### src/rtl/pb_repeat_pulser_if.sv
// rtl/pb_repeat_pulser_if.sv - push-button pulser signal bundle
interface pb_repeat_pulser_if;
    logic pb_in;
    logic repeat_en;
    logic pulse_out;
    logic pb_state;
    logic repeating;

    modport master (
        output pb_in,
        output repeat_en,
        input  pulse_out,
        input  pb_state,
        input  repeating
    );

    modport slave (
        input  pb_in,
        input  repeat_en,
        output pulse_out,
        output pb_state,
        output repeating
    );
endinterface

### src/rtl/pb_repeat_pulser.sv
// rtl/pb_repeat_pulser.sv - debounced push-button to press/auto-repeat enable pulses
module pb_repeat_pulser #(
    parameter int DB_COUNT      = 16,
    parameter int DB_W          = 16,
    parameter int HOLD_DELAY    = 25000000,
    parameter int REPEAT_PERIOD = 5000000,
    parameter int TMR_W         = 25
) (
    input  logic                clock,
    input  logic                reset,
    pb_repeat_pulser_if.slave   bus
);
    localparam logic [DB_W-1:0]  DB_LAST   = DB_W'(DB_COUNT - 1);
    localparam logic [TMR_W-1:0] HOLD_LAST = TMR_W'(HOLD_DELAY - 1);
    localparam logic [TMR_W-1:0] REP_LAST  = TMR_W'(REPEAT_PERIOD - 1);

    typedef enum logic [1:0] {
        IDLE   = 2'd0,
        HOLD   = 2'd1,
        REPEAT = 2'd2
    } state_t;

    logic             s1;
    logic             s2;
    logic [DB_W-1:0]  dbc;
    logic             level;
    logic             settle;
    logic             rise;
    logic             fall;
    state_t           state;
    logic [TMR_W-1:0] timer;
    logic             pulse;
    logic             rep;

    // The debounced level flips on this cycle; the FSM reacts on the same
    // edge so the press pulse lines up with the pb_state rise.
    assign settle = (s2 != level) && (dbc == DB_LAST);
    assign rise   = settle && s2;
    assign fall   = settle && !s2;

    // Two-flop synchroniser for the asynchronous button input.
    always_ff @(posedge clock or posedge reset) begin
        if (reset) begin
            s1 <= 1'b0;
            s2 <= 1'b0;
        end else begin
            s1 <= bus.pb_in;
            s2 <= s1;
        end
    end

    // Debounce: the level follows s2 only after DB_COUNT consecutive mismatches.
    always_ff @(posedge clock or posedge reset) begin
        if (reset) begin
            dbc   <= '0;
            level <= 1'b0;
        end else if (s2 == level) begin
            dbc <= '0;
        end else if (dbc == DB_LAST) begin
            level <= s2;
            dbc   <= '0;
        end else begin
            dbc <= dbc + DB_W'(1);
        end
    end

    // Press/hold/repeat FSM with registered pulse and repeating flags.
    always_ff @(posedge clock or posedge reset) begin
        if (reset) begin
            state <= IDLE;
            timer <= '0;
            pulse <= 1'b0;
            rep   <= 1'b0;
        end else begin
            pulse <= 1'b0;
            if (fall) begin
                // Release beats any timer expiry landing on the same cycle.
                state <= IDLE;
                timer <= '0;
                rep   <= 1'b0;
            end else begin
                case (state)
                    IDLE: begin
                        if (rise) begin
                            pulse <= 1'b1;
                            timer <= '0;
                            state <= HOLD;
                        end
                    end
                    HOLD: begin
                        // Timer parks at the last count while repeat is disabled,
                        // so re-enabling fires on the very next cycle.
                        if (timer == HOLD_LAST) begin
                            if (bus.repeat_en) begin
                                pulse <= 1'b1;
                                timer <= '0;
                                rep   <= 1'b1;
                                state <= REPEAT;
                            end
                        end else begin
                            timer <= timer + TMR_W'(1);
                        end
                    end
                    REPEAT: begin
                        if (!bus.repeat_en) begin
                            timer <= HOLD_LAST;
                            rep   <= 1'b0;
                            state <= HOLD;
                        end else if (timer == REP_LAST) begin
                            pulse <= 1'b1;
                            timer <= '0;
                        end else begin
                            timer <= timer + TMR_W'(1);
                        end
                    end
                    default: begin
                        state <= IDLE;
                        timer <= '0;
                        rep   <= 1'b0;
                    end
                endcase
            end
        end
    end

    assign bus.pulse_out = pulse;
    assign bus.pb_state  = level;
    assign bus.repeating = rep;
endmodule

### src/flat_wrapper.sv
// flat-port wrapper written by rule: the top's interface ports become plain ports
module pb_repeat_pulser_flat 
#(
    parameter int DB_COUNT      = 16,
    parameter int DB_W          = 16,
    parameter int HOLD_DELAY    = 25000000,
    parameter int REPEAT_PERIOD = 5000000,
    parameter int TMR_W         = 25
)
  (clock, reset, bus_pb_in, bus_repeat_en, bus_pulse_out, bus_pb_state, bus_repeating);
  pb_repeat_pulser_if bus_i ();
  input  logic clock;
  input  logic reset;
  input wire logic [$bits(bus_i.pb_in)-1:0] bus_pb_in;
  input wire logic [$bits(bus_i.repeat_en)-1:0] bus_repeat_en;
  output wire logic [$bits(bus_i.pulse_out)-1:0] bus_pulse_out;
  output wire logic [$bits(bus_i.pb_state)-1:0] bus_pb_state;
  output wire logic [$bits(bus_i.repeating)-1:0] bus_repeating;
  assign bus_i.pb_in = bus_pb_in;
  assign bus_i.repeat_en = bus_repeat_en;
  assign bus_pulse_out = bus_i.pulse_out;
  assign bus_pb_state = bus_i.pb_state;
  assign bus_repeating = bus_i.repeating;
  pb_repeat_pulser #(.DB_COUNT(DB_COUNT), .DB_W(DB_W), .HOLD_DELAY(HOLD_DELAY), .REPEAT_PERIOD(REPEAT_PERIOD), .TMR_W(TMR_W)) u_core (.clock(clock), .reset(reset), .bus(bus_i));
endmodule
### config.mk
export PLATFORM = sky130hd
export DESIGN_NAME = pb_repeat_pulser_flat
export DESIGN_NICKNAME = d
export VERILOG_FILES = /design/src/rtl/pb_repeat_pulser_if.sv /design/src/rtl/pb_repeat_pulser.sv /design/src/flat_wrapper.sv
export SDC_FILE = /design/constraint.sdc
export NUM_CORES = 1
export LEC_CHECK = 0
export ABC_AREA = 1
export CAP_MARGIN = 40
export CORE_UTILIZATION = 32
export CTS_CLUSTER_SIZE = 10
export DETAILED_ROUTE_END_ITERATION = 6
export SLEW_MARGIN = 10
export SYNTH_ARGS = -nofsm -noshare
export SYNTH_HDL_FRONTEND = slang
export SYNTH_SLANG_ARGS = --single-unit
### constraint.sdc
create_clock -name clock -period 1.77 [get_ports clock]
set_clock_uncertainty 0.1 [all_clocks]
set_input_delay 0.354 -clock clock [delete_from_list [all_inputs] [get_ports clock]]
set_output_delay 0.354 -clock clock [all_outputs]
set_load 0.02 [all_outputs]
Word-level counts from Yosys, hierarchy flattened
Cells that the tools add are included.
{"block": "word_totals", "regBits": 48, "in_bits": 4, "out_inout_bits": 3}
{"block": "classes", "n_eq_ne": 13, "n_addsub": 2, "bitwise": 1, "n_reduce_logical": 9, "muxes": 27}
{"operator": "2-to-1 mux 25 bit", "n": 6}
{"operator": "case mux 25 bit (3 select lines)", "n": 1}
{"operator": "2-to-1 mux 16 bit", "n": 2}
{"operator": "adder 25 x 1 -> 25 bit, second input constant", "n": 1}
{"operator": "== test 25 x 23 -> 1 bit, second input constant", "n": 1}
{"operator": "== test 25 bit, second input constant", "n": 1}
{"operator": "adder 16 x 1 -> 16 bit, second input constant", "n": 1}
{"operator": "== test 16 x 4 -> 1 bit, second input constant", "n": 1}
{"operator": "2-to-1 mux 1 bit", "n": 10}
{"operator": "2-to-1 mux 2 bit", "n": 5}
{"operator": "AND reduction 4 bit", "n": 2}
{"operator": "!= test 3 x 1 -> 1 bit, second input constant", "n": 2}
{"operator": "!= test 3 x 2 -> 1 bit, second input constant", "n": 2}
{"operator": "case mux 1 bit (3 select lines)", "n": 2}
{"operator": "case mux 2 bit (3 select lines)", "n": 1}
{"operator": "!= test 4 x 3 -> 1 bit, second input constant", "n": 1}
{"operator": "AND reduction 2 bit", "n": 2}
{"operator": "logical AND 1 bit", "n": 3}
{"operator": "== test 2 x 1 -> 1 bit, second input constant", "n": 1}
{"operator": "== test 2 bit, second input constant", "n": 1}
{"operator": "zero test 2 bit", "n": 1}
{"operator": "!= test 2 x 1 -> 1 bit, second input constant", "n": 1}
{"operator": "== test 1 bit", "n": 1}
{"operator": "zero test 1 bit", "n": 1}
{"operator": "other kinds (2)", "n": 2}

Depth between registers and ports, before layout
Gate-level depths: netlist (run 1).
{"block": "depth", "word_depth": 6, "depth_mapped": 13, "ltp_nobuf": 13}

Worst setup path before layout (run 1)
Ideal clock, no wire load.
{"block": "synth_path", "path_kind": "register to register", "startpoint": "reg u_core.timer[0]", "endpoint": "reg u_core.timer[13]", "stages_incl_launch_ff": 12, "path_buffers": 1, "t_arrival_ns": 1.625, "required_ns": 1.554, "setup_ns": 0.116, "synth_period_minus_slack_ns": 1.841, "slack_ns": -0.071, "path_cell_list": "dfrtp_1 ha_1 nand3_1 nor2_2 nand2_2 nor2_4 nand3_4 nand2_8 nor2_8 buf_12 nand2_2 nand2_1"}
{"block": "synth_via", "elab_chain_len": 5, "word_cells_on_any_way": 10, "cone_classes": "add/sub: 1; eq/ne: 3; mux: 5; reduce/logical: 1"}
{"element": "from (decl)", "line_no": "pb_repeat_pulser.sv:31", "rtl": "logic [TMR_W-1:0] timer;"}
{"element": "from (signal assigned)", "line_no": "pb_repeat_pulser.sv:101", "rtl": "timer <= timer + TMR_W'(1);"}
{"element": "from (signal assigned)", "line_no": "pb_repeat_pulser.sv:113", "rtl": "timer <= timer + TMR_W'(1);"}
{"element": "adder 25 x 1 -> 25 bit / == test 25 x 23 -> 1 bit (equally long branches)", "line_no": "pb_repeat_pulser.sv:101, pb_repeat_pulser.sv:113, pb_repeat_pulser.sv:109"}
{"element": "2-to-1 mux 25 bit", "line_no": "pb_repeat_pulser.sv:109", "rtl": "end else if (timer == REP_LAST) begin"}
{"element": "2-to-1 mux 25 bit", "line_no": "pb_repeat_pulser.sv:105", "rtl": "if (!bus.repeat_en) begin"}
{"element": "case mux 25 bit (3 select lines)", "line_no": "pb_repeat_pulser.sv:82", "rtl": "case (state)"}
{"element": "2-to-1 mux 25 bit", "line_no": "pb_repeat_pulser.sv:76", "rtl": "if (fall) begin"}
Parallel ways exist; a longest one is shown, timed or not.
A chain may end at the register's enable or synchronous reset.

Worst setup path in the final report (run 1)
{"block": "layout_path", "startpoint": "reg u_core.timer[0]", "endpoint": "reg u_core.timer[11]"}
Same word-level chain as after synthesis.

==> key figures, run 1 <==
Status
  • Status: finished with violations
  • Failing checks: negative setup slack

Timing
  • Rel. slew slack: 78.4%
  • Fmax: ~550 MHz
  • Period utilization: 103%
  • Slew Limit Fails: 0
  • Final count of hold timing violations: 0
  • Slew @ Worst Pin: about 0.32 ns
  • Final Worst Setup Slack: -0.0578 ns
  • RSZ-0062 raised after global routing: true
  • Setup violators final: 20
  • Final Hold Slack: 0.261 ns
  • Fin crit period: 1.83 ns

Hold path
  • Worst hold path class: flip-flop to flip-flop

Cells and area
  • Commonest cells after routing, fill and taps aside: 150 x nand2_1, 76 x buf_4, 59 x nor2_1, 53 x inv_1, 46 x dfrtp_1
  • Ant diodes: 0
  • Fillers: 1017
  • Area Growth Syn to Fin: 37.7%
  • Share of cells above drive strength 1: 32.8%
  • Util after Layout: between 40 and 50%
  • Footprint of the multi-input gates: 0.00216 mm²
  • Nets: a little over 600
  • Leading cell type in the layout, fill and taps excluded: nand2_1
  • Register area: around 0.0012 mm²

Detailed routing
  • Drt drc: 0
  • WL/cell: 12.4 µm
  • Iteration count of the initial detailed-routing pass: 4
  • Post-route ant nets: 0
  • Initial drt markers: between 100 and 150
  • Final wirelength: between 9 and 10 mm
  • Vias after detailed routing: 3453
  • Drt via density: approximately 4.7

Clock tree
  • Clk buf depth: 2
  • Clock Tree Root: clkbuf_8
  • CTS clk-pin slew, worst paths: ~0.10 ns
  • CTS sink count: 48
  • CTS tree: done
  • TritonCTS buffer count: 5
  • Clock Latency Late Sink: ~0.32 ns
  • CTS Hold Bufs: 0
  • H-tree depth: 2

Synthesis
  • FF+latch count, synth: 48
  • Synth area leader: dfrtp_1
  • Post-Syn Nets: between 500 and 600
  • Synth async-reset ratio: between 90% and 100%
  • Sequential share of the synthesized area: between 30% and 40%
  • Post-synth EDFFs: 0
  • Yosys top cell area share: 35.3%
  • Library cells used by synthesis: 37
  • Largest cells by area after synthesis: dfrtp_1 35%, nand2_1 20%, nor2_1 8.6%, inv_1 6.5%, nand3_1 3.5%
  • Post-Synthesis Cells: roughly 500
  • Netlist area before placement: 0.00340 mm²
  • Number of synthesis warnings: 0
  • Post-Syn Area per Cell: 6.66 µm²
  • Prevailing post-synth register cell: dfrtp_1

Setup path
  • Reg2reg start: u_core.timer[0]
  • Setup crit start kind: flip-flop
  • CP Launch Point: u_core.timer[0]
  • WS Path Type: flip-flop to flip-flop
  • Worst Setup End Kind: flip-flop
  • Reg2reg end: u_core.timer[11]
  • Critical Path RT: ~1.9 ns
  • Reg2reg setup slack: -0.06 ns
  • CP arrival: ~1.9 ns
  • CP Max Fanout: 7
  • Worst reg-to-reg path cell count: 11
  • CP Capture Point: u_core.timer[11]

Floorplan
  • Die area: 0.0110 mm²
  • Placement Rows: 37
  • Chip Height: 105 µm
  • Top Ports: 7
  • Initial Util: 32.9%
  • Die W: approximately 110 µm
  • Core ar.: 0.0103 mm²

Place
  • Final HPWL from detailed placement: between 6 and 7 mm
  • # port buffers: 6
  • Gpl congestion: between 0.8 and 0.9

Global routing
  • Antenna violations before repair: 0
  • Overall Global Routing Usage: around 17%
  • Vias in the first global route: 3351
  • Largest net degree at the start of global routing: between 40 and 50
  • First-pass GRT wire length: between 15 and 20 mm
  • Grt ovf: 0

Power
  • Leak: about 2.4 nW
  • Peak supply drop: 0.688 mV
  • PD cells: between 1000 and 1500 mW/mm²

Run
  • Max Cap Viol: 0
-- kinds of logic after synthesis --
kind of cell | Yosys count | share of synthesized area [%]
simple gates | 334 | 43.4
buf+inv | 73 | 9.20
flops | 48 | 35.3
compound gates | 32 | 5.15
xor+xnor | 17 | 4.38
fa+ha+maj | 7 | 2.58
-- synthesized netlist by cell type (2+ instances only) --
library cell and number:
a21oi_1 7, buf_6 2, clkbuf_1 2, dfrtp_1 48
ha_1 7, inv_1 59, inv_2 6, nand2_1 180
nand2_2 13, nand3_1 24, nand3_2 2, nand3b_1 2
nand4_1 12, nor2_1 78, nor2_2 3, nor2_4 2
nor3_1 7, nor4_1 3, o21ai_0 17, o21ai_1 2
o21bai_1 4, xnor2_1 5, xor2_1 12
-- layout make-up --
| class | count | share of cell area (%) |
|---|---|---|
| Multi-Input combinational cell | 390 | 46.2 |
| Sequential cell | 48 | 25.7 |
| Timing Repair Buffer | 91 | 16.7 |
| Inverter | 66 | 5.34 |
| Tap cell | 136 | 3.63 |
| Clock buffer | 5 | 1.47 |
| Clock inverter | 3 | 1.01 |
-- worst max-delay path, cell delays in order, from the launching register on --
cell	delay (ns)
dfrtp_1	0.41
ha_4	0.17
nand3_4	0.12
nor2_4	0.16
nand2_2	0.08
nor2_4	0.11
nand3_4	0.11
nand2_8	0.12
nor2_8	0.05
clkbuf_16	0.17
nand2_2	0.06
nand2_1	0.04
-- power by group --
part	leakage, nW	internal, mW	total (mW)	switching [mW]
sequential	0.652	1.25	1.42	0.169
combinational	1.67	1.13	2.60	1.47
clock	0.0583	0.426	0.844	0.418
-- layer usage --
layer	up-vias	GRT usage, %	wire (µm)
met4	0	4.63	130
met3	10	2.31	249
met1	1621	23.6	4470
met5	-	0	0
met2	56	28.7	4350
li1	1766	-	-
-- flip-flops by register name, summed over array words and instances (netlist names) --
name and flops:
u_core.bus.pb_state 1, u_core.bus.pulse_out 1, u_core.bus.repeating 1, u_core.dbc 16, u_core.s1 1, u_core.s2 1
u_core.state 2, u_core.timer 25
-- worst min-delay path by stage --
| stage | cells past startpoint | slack (ns) | from | endpoint |
|---|---|---|---|---|
| 2_1_floorplan | 0 | 0.23 | u_core.s1 | u_core.s2 |
| 3_3_place_gp | 0 | 0.23 | u_core.s1 | u_core.s2 |
| 3_5_place_dp | 0 | 0.24 | u_core.s1 | u_core.s2 |
| 4_1_cts | 0 | 0.26 | u_core.s1 | u_core.s2 |
| 5_1_grt | 0 | 0.28 | u_core.s1 | u_core.s2 |
| 6_report | 0 | 0.26 | u_core.s1 | u_core.s2 |
-- through the flow --
stage          instance area, µm²  std cells  power (mW)  setup TNS [ns]  worst slack [ns]
2_1_floorplan                3420        511        2.82               0           0.00320
3_3_place_gp                 4150        716        3.45          -0.408           -0.0715
3_5_place_dp                 4150        716        3.49           -1.04            -0.112
4_1_cts                      4370        728        4.51          -0.335           -0.0357
5_1_grt                      4680        739        5.24           -3.67            -0.157
6_report                     4680        739        4.87          -0.703           -0.0578
-- what timing repair did --
action / in CTS / in global routing
cloned: 0 / 2
gates resized for setup: 21 / 77
setup endpoints to repair: 27 / 36
buffers inserted: 4 / 9
pin swaps: 3 / 29
Power figures use the tool's default switching activity.
==> inputs of run 2 (changes only) <==
--- a/config.mk
+++ b/config.mk
@@ -6,10 +6,12 @@
 export NUM_CORES = 1
 export LEC_CHECK = 0
 export ABC_AREA = 1
+export ABC_CLOCK_PERIOD_IN_PS = 1770
 export CAP_MARGIN = 40
 export CORE_UTILIZATION = 32
 export CTS_CLUSTER_SIZE = 10
 export DETAILED_ROUTE_END_ITERATION = 6
+export RECOVER_POWER = 100
 export SLEW_MARGIN = 10
 export SYNTH_ARGS = -nofsm -noshare
 export SYNTH_HDL_FRONTEND = slang
==> run 2 against run 1 <==
The run still ends with negative setup slack left. Combinational power is essentially flat. Routed wire length is essentially flat. Total power shrank 0.17%. Critical endpoint unchanged. Maximum frequency is essentially flat. Register-to-register slack is essentially flat. Via count grew 0.26%. Hold slack is the same. First-iteration DRC count is the same. Critical path depth is the same. Final area shrank 0.45%.
==> key figures, run 2 (synthesis results as in run 1) <==
Status
  • Status: finished with violations
  • Failing checks: negative setup slack

Timing
  • RSZ-0062 raised after global routing: true
  • Final count of hold timing violations: 0 (unchanged)
  • Slew @ Worst Pin: 0.673 ns (+0.352 ns)
  • Setup violators final: 20 (unchanged)
  • Final Worst Setup Slack: -0.0568 ns (+0.000938 ns)
  • Total Negative Setup Slacks: -0.685 ns (+0.0177 ns)
  • Period utilization: 103% (about the same)
  • Final Hold Slack: 0.261 ns (unchanged)
  • Fin crit period: 1.83 ns (-0.000938 ns)
  • Rel. slew slack: 55.1% (-23 points)
  • Fmax: 547 MHz (about the same)
  • Slew Limit Fails: 0 (unchanged)

Cells and area
  • Biggest register: u_core.timer
  • Leading cell type in the layout, fill and taps excluded: nand2_1
  • Ant diodes: 0 (unchanged)
  • Share of cells above drive strength 1: 32.7% (-0.17 points)
  • Finished Cell Area: 0.00466 mm² (-0.45%)
  • Max reg flops: 25 (unchanged)
  • Non-filler instance count after layout: 739 (unchanged)
  • Nets: 613 (unchanged)
  • Commonest cells after routing, fill and taps aside: 150 x nand2_1, 76 x buf_4, 59 x nor2_1, 53 x inv_1, 46 x dfrtp_1
  • Fillers: 1019 (+0.20%)
  • Area Growth Syn to Fin: 37.1%
  • Biggest regs: u_core.timer x25, u_core.dbc x16, u_core.state x2
  • Util after Layout: 45.2% (-0.21 points)

Floorplan
  • Initial Util: 32.9% (unchanged)
  • Core ar.: 0.0103 mm² (unchanged)
  • Die W: 105 µm (unchanged)
  • Top Ports: 7 (unchanged)
  • Die area: 0.0110 mm² (unchanged)
  • Chip Height: 105 µm (unchanged)
  • Placement Rows: 37 (unchanged)

Global routing
  • Antenna violations before repair: 0 (unchanged)
  • Vias in the first global route: 3351 (unchanged)
  • Overall Global Routing Usage: 17.3% (unchanged)
  • Largest net degree at the start of global routing: 49 (unchanged)
  • First-pass GRT wire length: 15.5 mm (unchanged)
  • Grt ovf: 0 (unchanged)

Place
  • # port buffers: 6 (unchanged)
  • Dpl ws: -0.112 ns (unchanged)
  • Inst Count DP: 716 (unchanged)
  • Area after DPL: 0.00415 mm² (unchanged)
  • Final HPWL from detailed placement: 6.58 mm (unchanged)
  • Gpl congestion: 0.846 (unchanged)

Setup path
  • Worst Setup End Kind: flip-flop
  • Setup crit start kind: flip-flop
  • Worst reg-to-reg path cell count: 11 (unchanged)
  • CP Cell Sequence: ha_4 > nand3_4 > nor2_4 > nand2_2 > nor2_4 > nand3_4 > nand2_8 > nor2_8 > clkbuf_16 > nand2_2 > nand2_1
  • WS Path Type: flip-flop to flip-flop
  • Reg2reg end: u_core.timer[11]
  • CP arrival: 1.94 ns (about the same)
  • Critical path's slowest cell: dfrtp_1
  • CP Max Fanout: 7 (unchanged)
  • Slowest stage delay, CP: 0.41 ns (about the same)
  • Critical Path RT: 1.88 ns (about the same)
  • Reg2reg setup slack: -0.06 ns (about the same)
  • Reg2reg start: u_core.timer[0]

Clock tree
  • TritonCTS buffer count: 5 (unchanged)
  • Clock Tree Root: clkbuf_8
  • Clk buf depth: 2 (unchanged)
  • CTS clk-pin slew, worst paths: 0.10 ns (about the same)
  • CTS tree: done
  • CTS sink count: 48 (unchanged)
  • Clock Latency Late Sink: 0.31 ns (about the same)
  • H-tree depth: 2 (unchanged)

Run
  • Max Cap Viol: 0 (unchanged)

Power
  • Leak: 2.35 nW (-1.2%)
  • PD cells: 1040 mW/mm² (+0.28%)
  • Tot Pwr: 4.86 mW (-0.17%)
  • Peak supply drop: 0.690 mV (+0.39%)

Detailed routing
  • Routed met2 length: 4.34 mm (-0.14%)
  • Vias after detailed routing: 3462 (+0.26%)
  • WL/cell: 12.4 µm (about the same)
  • Final wirelength: 9.20 mm (about the same)
  • Metal-1 WL: 4.50 mm (+0.81%)
  • Met3 wire len: 226 µm (-9.2%)
  • Initial drt markers: 148 (unchanged)
  • Post-route ant nets: 0 (unchanged)
  • Drt drc: 0 (unchanged)
  • Iteration count of the initial detailed-routing pass: 4 (unchanged)
  • Drt via density: 4.68 (+0.26%)
  • Top sig layer: met4

Hold path
  • Hold Crit Endpoint: u_core.s2
  • Hold path startpoint: u_core.s1
  • Worst hold path class: flip-flop to flip-flop
  • Hold Path Stages: 0 (unchanged)
run 2: cell count changes in the layout (fill, tap and decap cells not counted), sizes merged:
cell           previous run  this run
inv                      66        65
clkbuf                    6         8
buf                      84        83
clkinv                    2         3
dlygate4sd3               0         2
dlymetal6s2s              1         0
clkdlybuf4s50             3         1
run 2: worst max-delay path by stage:
| stage | startpoint | to | depth (start not counted) |
|---|---|---|---|
| 6_report | u_core.timer[0] | u_core.timer[11] | 11 |
| 3_5_place_dp | u_core.timer[0] | u_core.timer[22] | 10 |
| 4_1_cts | u_core.dbc[0] | u_core.timer[12] | 12 |
| 2_1_floorplan | u_core.timer[0] | u_core.timer[13] | 11 |
| 3_3_place_gp | u_core.timer[0] | u_core.timer[22] | 10 |
| 5_1_grt | u_core.dbc[7] | u_core.timer[23] | 10 |
run 2: where the power goes:
part / switching, mW / internal [mW]
registers: 0.168 / 1.25
clock network: 0.415 / 0.426
logic: 1.47 / 1.12
run 2: final cells by class:
| cell class | count | area, µm² | share of cell area [%] |
|---|---|---|---|
| clock inverters | 3 | 47.5 | 1.02 |
| clock buffers | 5 | 68.8 | 1.48 |
| well taps | 136 | 170 | 3.65 |
| multi-input cells | 390 | 2160 | 46.4 |
| repair buffers | 91 | 759 | 16.3 |
| flip-flops and latches | 48 | 1200 | 25.8 |
| inverters | 66 | 250 | 5.37 |
run 2: timing repair:
action | in CTS | in global routing
resized for setup | 21 | 77
hold endpoints to repair | 0 | 0
cloned | 0 | 2
buffers inserted | 4 | 9
pin swaps | 3 | 29
hold buffers | 0 | 0
endpoints found under the setup margin | 27 | 36
run 2: critical path: cells and delay by family, from the launching register on:
kind,cells,cell delay (ns)
and+or+nand+nor,9,0.84
buffers and inverters,1,0.17
DFF,1,0.41
adders and majority gates,1,0.17
run 2: routing by layer:
metal / vias up / global-route usage, %
li1: 1766 / -
met1: 1640 / 23.6
met2: 48 / 28.7
met3: 8 / 2.31
met4: 0 / 4.63
met5: - / 0
==> inputs of run 3 (changes only) <==
--- a/config.mk
+++ b/config.mk
@@ -8,6 +8,7 @@
 export ABC_AREA = 1
 export ABC_CLOCK_PERIOD_IN_PS = 1770
 export CAP_MARGIN = 40
+export CORE_ASPECT_RATIO = 2
 export CORE_UTILIZATION = 32
 export CTS_CLUSTER_SIZE = 10
 export DETAILED_ROUTE_END_ITERATION = 6
==> run 3 against run 2 <==
The flow still finishes with violations (negative setup slack). Register-to-register slack lost 0.03 ns. Combinational power increased by 10%. Critical path depth did not move. Flip-flop and latch count is the same. Die area rose by 0.22%. Critical path type unchanged. Largest power group unchanged.
==> key figures, run 3 (synthesis results as in run 1) <==
Status
  • Status: finished with violations
  • Failing checks: negative setup slack

Hold path
  • Hold path startpoint: u_core.s1
  • Hold Path Stages: 0 (unchanged)
  • Hold Crit Endpoint: u_core.s2
  • Worst hold path class: flip-flop to flip-flop

Detailed routing
  • WL/cell: 14.3 µm (+15%)
  • Post-route ant nets: 0 (unchanged)
  • Drt drc: 0 (unchanged)
  • Iteration count of the initial detailed-routing pass: 4 (unchanged)
  • Final wirelength: 10.8 mm (+17%)
  • Initial drt markers: 97 (-34%)
  • Vias after detailed routing: 3579 (+3.4%)
  • Drt via density: 4.75 (+1.5%)

Timing
  • Final Hold Slack: 0.261 ns (-0.000434 ns)
  • RSZ-0062 raised after global routing: true
  • Final count of hold timing violations: 0 (unchanged)
  • Slew Limit Fails: 0 (unchanged)
  • Slew @ Worst Pin: 0.713 ns (+0.0401 ns)
  • Period utilization: 105% (+1.4 points)
  • Setup violators final: 20 (unchanged)
  • Total Negative Setup Slacks: -0.808 ns (-0.123 ns)
  • Rel. slew slack: 52.5% (-2.7 points)
  • Fin crit period: 1.85 ns (+0.0250 ns)
  • Final Worst Setup Slack: -0.0819 ns (-0.0250 ns)
  • Fmax: 540 MHz (-1.4%)

Setup path
  • Buf/Inv on CP: 2 (+1)
  • Critical path depth: 11 (unchanged)
  • Critical Path RT: 1.87 ns (about the same)
  • Setup crit start kind: flip-flop
  • Reg2reg start: u_core.timer[0]
  • Worst Setup End Kind: flip-flop
  • Reg2reg end: u_core.timer[11]
  • Worst reg-to-reg path cell count: 11 (unchanged)
  • WS Path Type: flip-flop to flip-flop
  • Reg2reg setup slack: -0.08 ns (-0.03 ns)
  • Crit-path leading delay family: simple AND/OR/NAND/NOR gates
  • CP Cell Sequence: ha_4 > nand3_4 > nor2_4 > inv_1 > o21ai_2 > nand2_4 > buf_6 > nand2_1 > nand2_2 > nand2_4 > nand2_2
  • Critical path's slowest cell: dfrtp_1
  • CP arrival: 1.95 ns (about the same)
  • Slowest stage delay, CP: 0.40 ns (about the same)
  • CP Max Fanout: 7 (unchanged)

Run
  • Max Cap Viol: 0 (unchanged)

Cells and area
  • Finished Cell Area: 0.00494 mm² (+5.9%)
  • Fillers: 1026 (+0.69%)
  • Max reg flops: 25 (unchanged)
  • Commonest cells after routing, fill and taps aside: 150 x nand2_1, 90 x buf_4, 57 x nor2_1, 54 x inv_1, 44 x dfrtp_1
  • Area Growth Syn to Fin: 45.2%
  • Leading cell type in the layout, fill and taps excluded: nand2_1
  • Biggest regs: u_core.timer x25, u_core.dbc x16, u_core.state x2
  • Nets: 628 (+2.4%)
  • Biggest register: u_core.timer
  • Share of cells above drive strength 1: 35.8% (+3.1 points)
  • Ant diodes: 0 (unchanged)
  • Util after Layout: 48.3% (+3.2 points)

Clock tree
  • Clock Latency Late Sink: 0.30 ns (about the same)
  • CTS sink count: 48 (unchanged)
  • CTS tree: done
  • Clk buf depth: 2 (unchanged)
  • CTS clk-pin slew, worst paths: 0.08 ns (-0.02 ns)
  • H-tree depth: 2 (unchanged)
  • Clock Tree Root: clkbuf_16
  • TritonCTS buffer count: 5 (unchanged)

Floorplan
  • Core ar.: 0.0102 mm² (-1.1%)
  • Die area: 0.0111 mm² (+0.22%)
  • Chip Height: 148 µm (+41%)
  • Initial Util: 33.3% (+0.35 points)
  • Placement Rows: 52 (+41%)
  • Top Ports: 7 (unchanged)
  • Die W: 74.9 µm (-29%)

Place
  • Area after DPL: 0.00427 mm² (+2.9%)
  • Final HPWL from detailed placement: 7.77 mm (+18%)
  • Gpl congestion: 0.915 (+8.1%)
  • Dpl ws: -0.141 ns (-0.0294 ns)
  • # port buffers: 6 (unchanged)

Global routing
  • Vias in the first global route: 3782 (+13%)
  • Antenna violations before repair: 0 (unchanged)
  • Overall Global Routing Usage: 20.6% (+3.3 points)
  • First-pass GRT wire length: 17.1 mm (+10%)
  • Largest net degree at the start of global routing: 49 (unchanged)
  • Grt ovf: 0 (unchanged)

Power
  • Peak supply drop: 0.479 mV (-31%)
  • Leak: 2.49 nW (+5.9%)
  • PD cells: 1100 mW/mm² (+5.5%)
[run 3: worst max-delay path by stage]
stage | start | end | slack [ns]
floorplan | u_core.timer[0] | u_core.timer[13] | 0.003
global placement | bus_repeat_en | u_core.timer[14] | -0.09
detailed placement | u_core.timer[1] | u_core.timer[16] | -0.14
CTS | u_core.dbc[1] | u_core.timer[12] | -0.05
global route | u_core.timer[0] | u_core.timer[1] | -0.17
finish | u_core.timer[0] | u_core.timer[11] | -0.08
[run 3: metal layers]
layer	share of wire [%]	global-route usage, %	vias to the layer above
li1	-	-	1788
met1	34	19.5	1717
met2	60	40.5	49
met3	1.8	2.32	25
met4	4.4	10.4	0
met5	0	0	-
[run 3: final cells by class]
class	instances	area, µm²	share of cell area, %
timing repair buffer	106	886	17.9
clock buffer	5	125	2.53
multi-input combinational	390	2250	45.7
clock inverter	3	46.3	0.938
sequential	48	1210	24.4
inverter	66	250	5.07
tap	135	169	3.42
[run 3: where the power goes]
group	internal [mW]	leakage, nW	switching, mW
combinational	1.22	1.76	1.64
sequential	1.26	0.649	0.168
clock	0.673	0.0804	0.474
[run 3: timing repair]
item	CTS	global route
hold endpoints to repair	0	0
cloned	0	2
endpoints found under the setup margin	29	38
buffers inserted	3	7
gates resized for setup	32	88
pin swaps	3	36
hold buffers	0	0
[run 3: per-stage QoR]
stage / instances / total power [mW]
2_1_floorplan: 511 / 2.82
3_3_place_gp: 733 / 3.50
3_5_place_dp: 733 / 3.56
4_1_cts: 744 / 4.97
5_1_grt: 753 / 5.75
6_report: 753 / 5.43
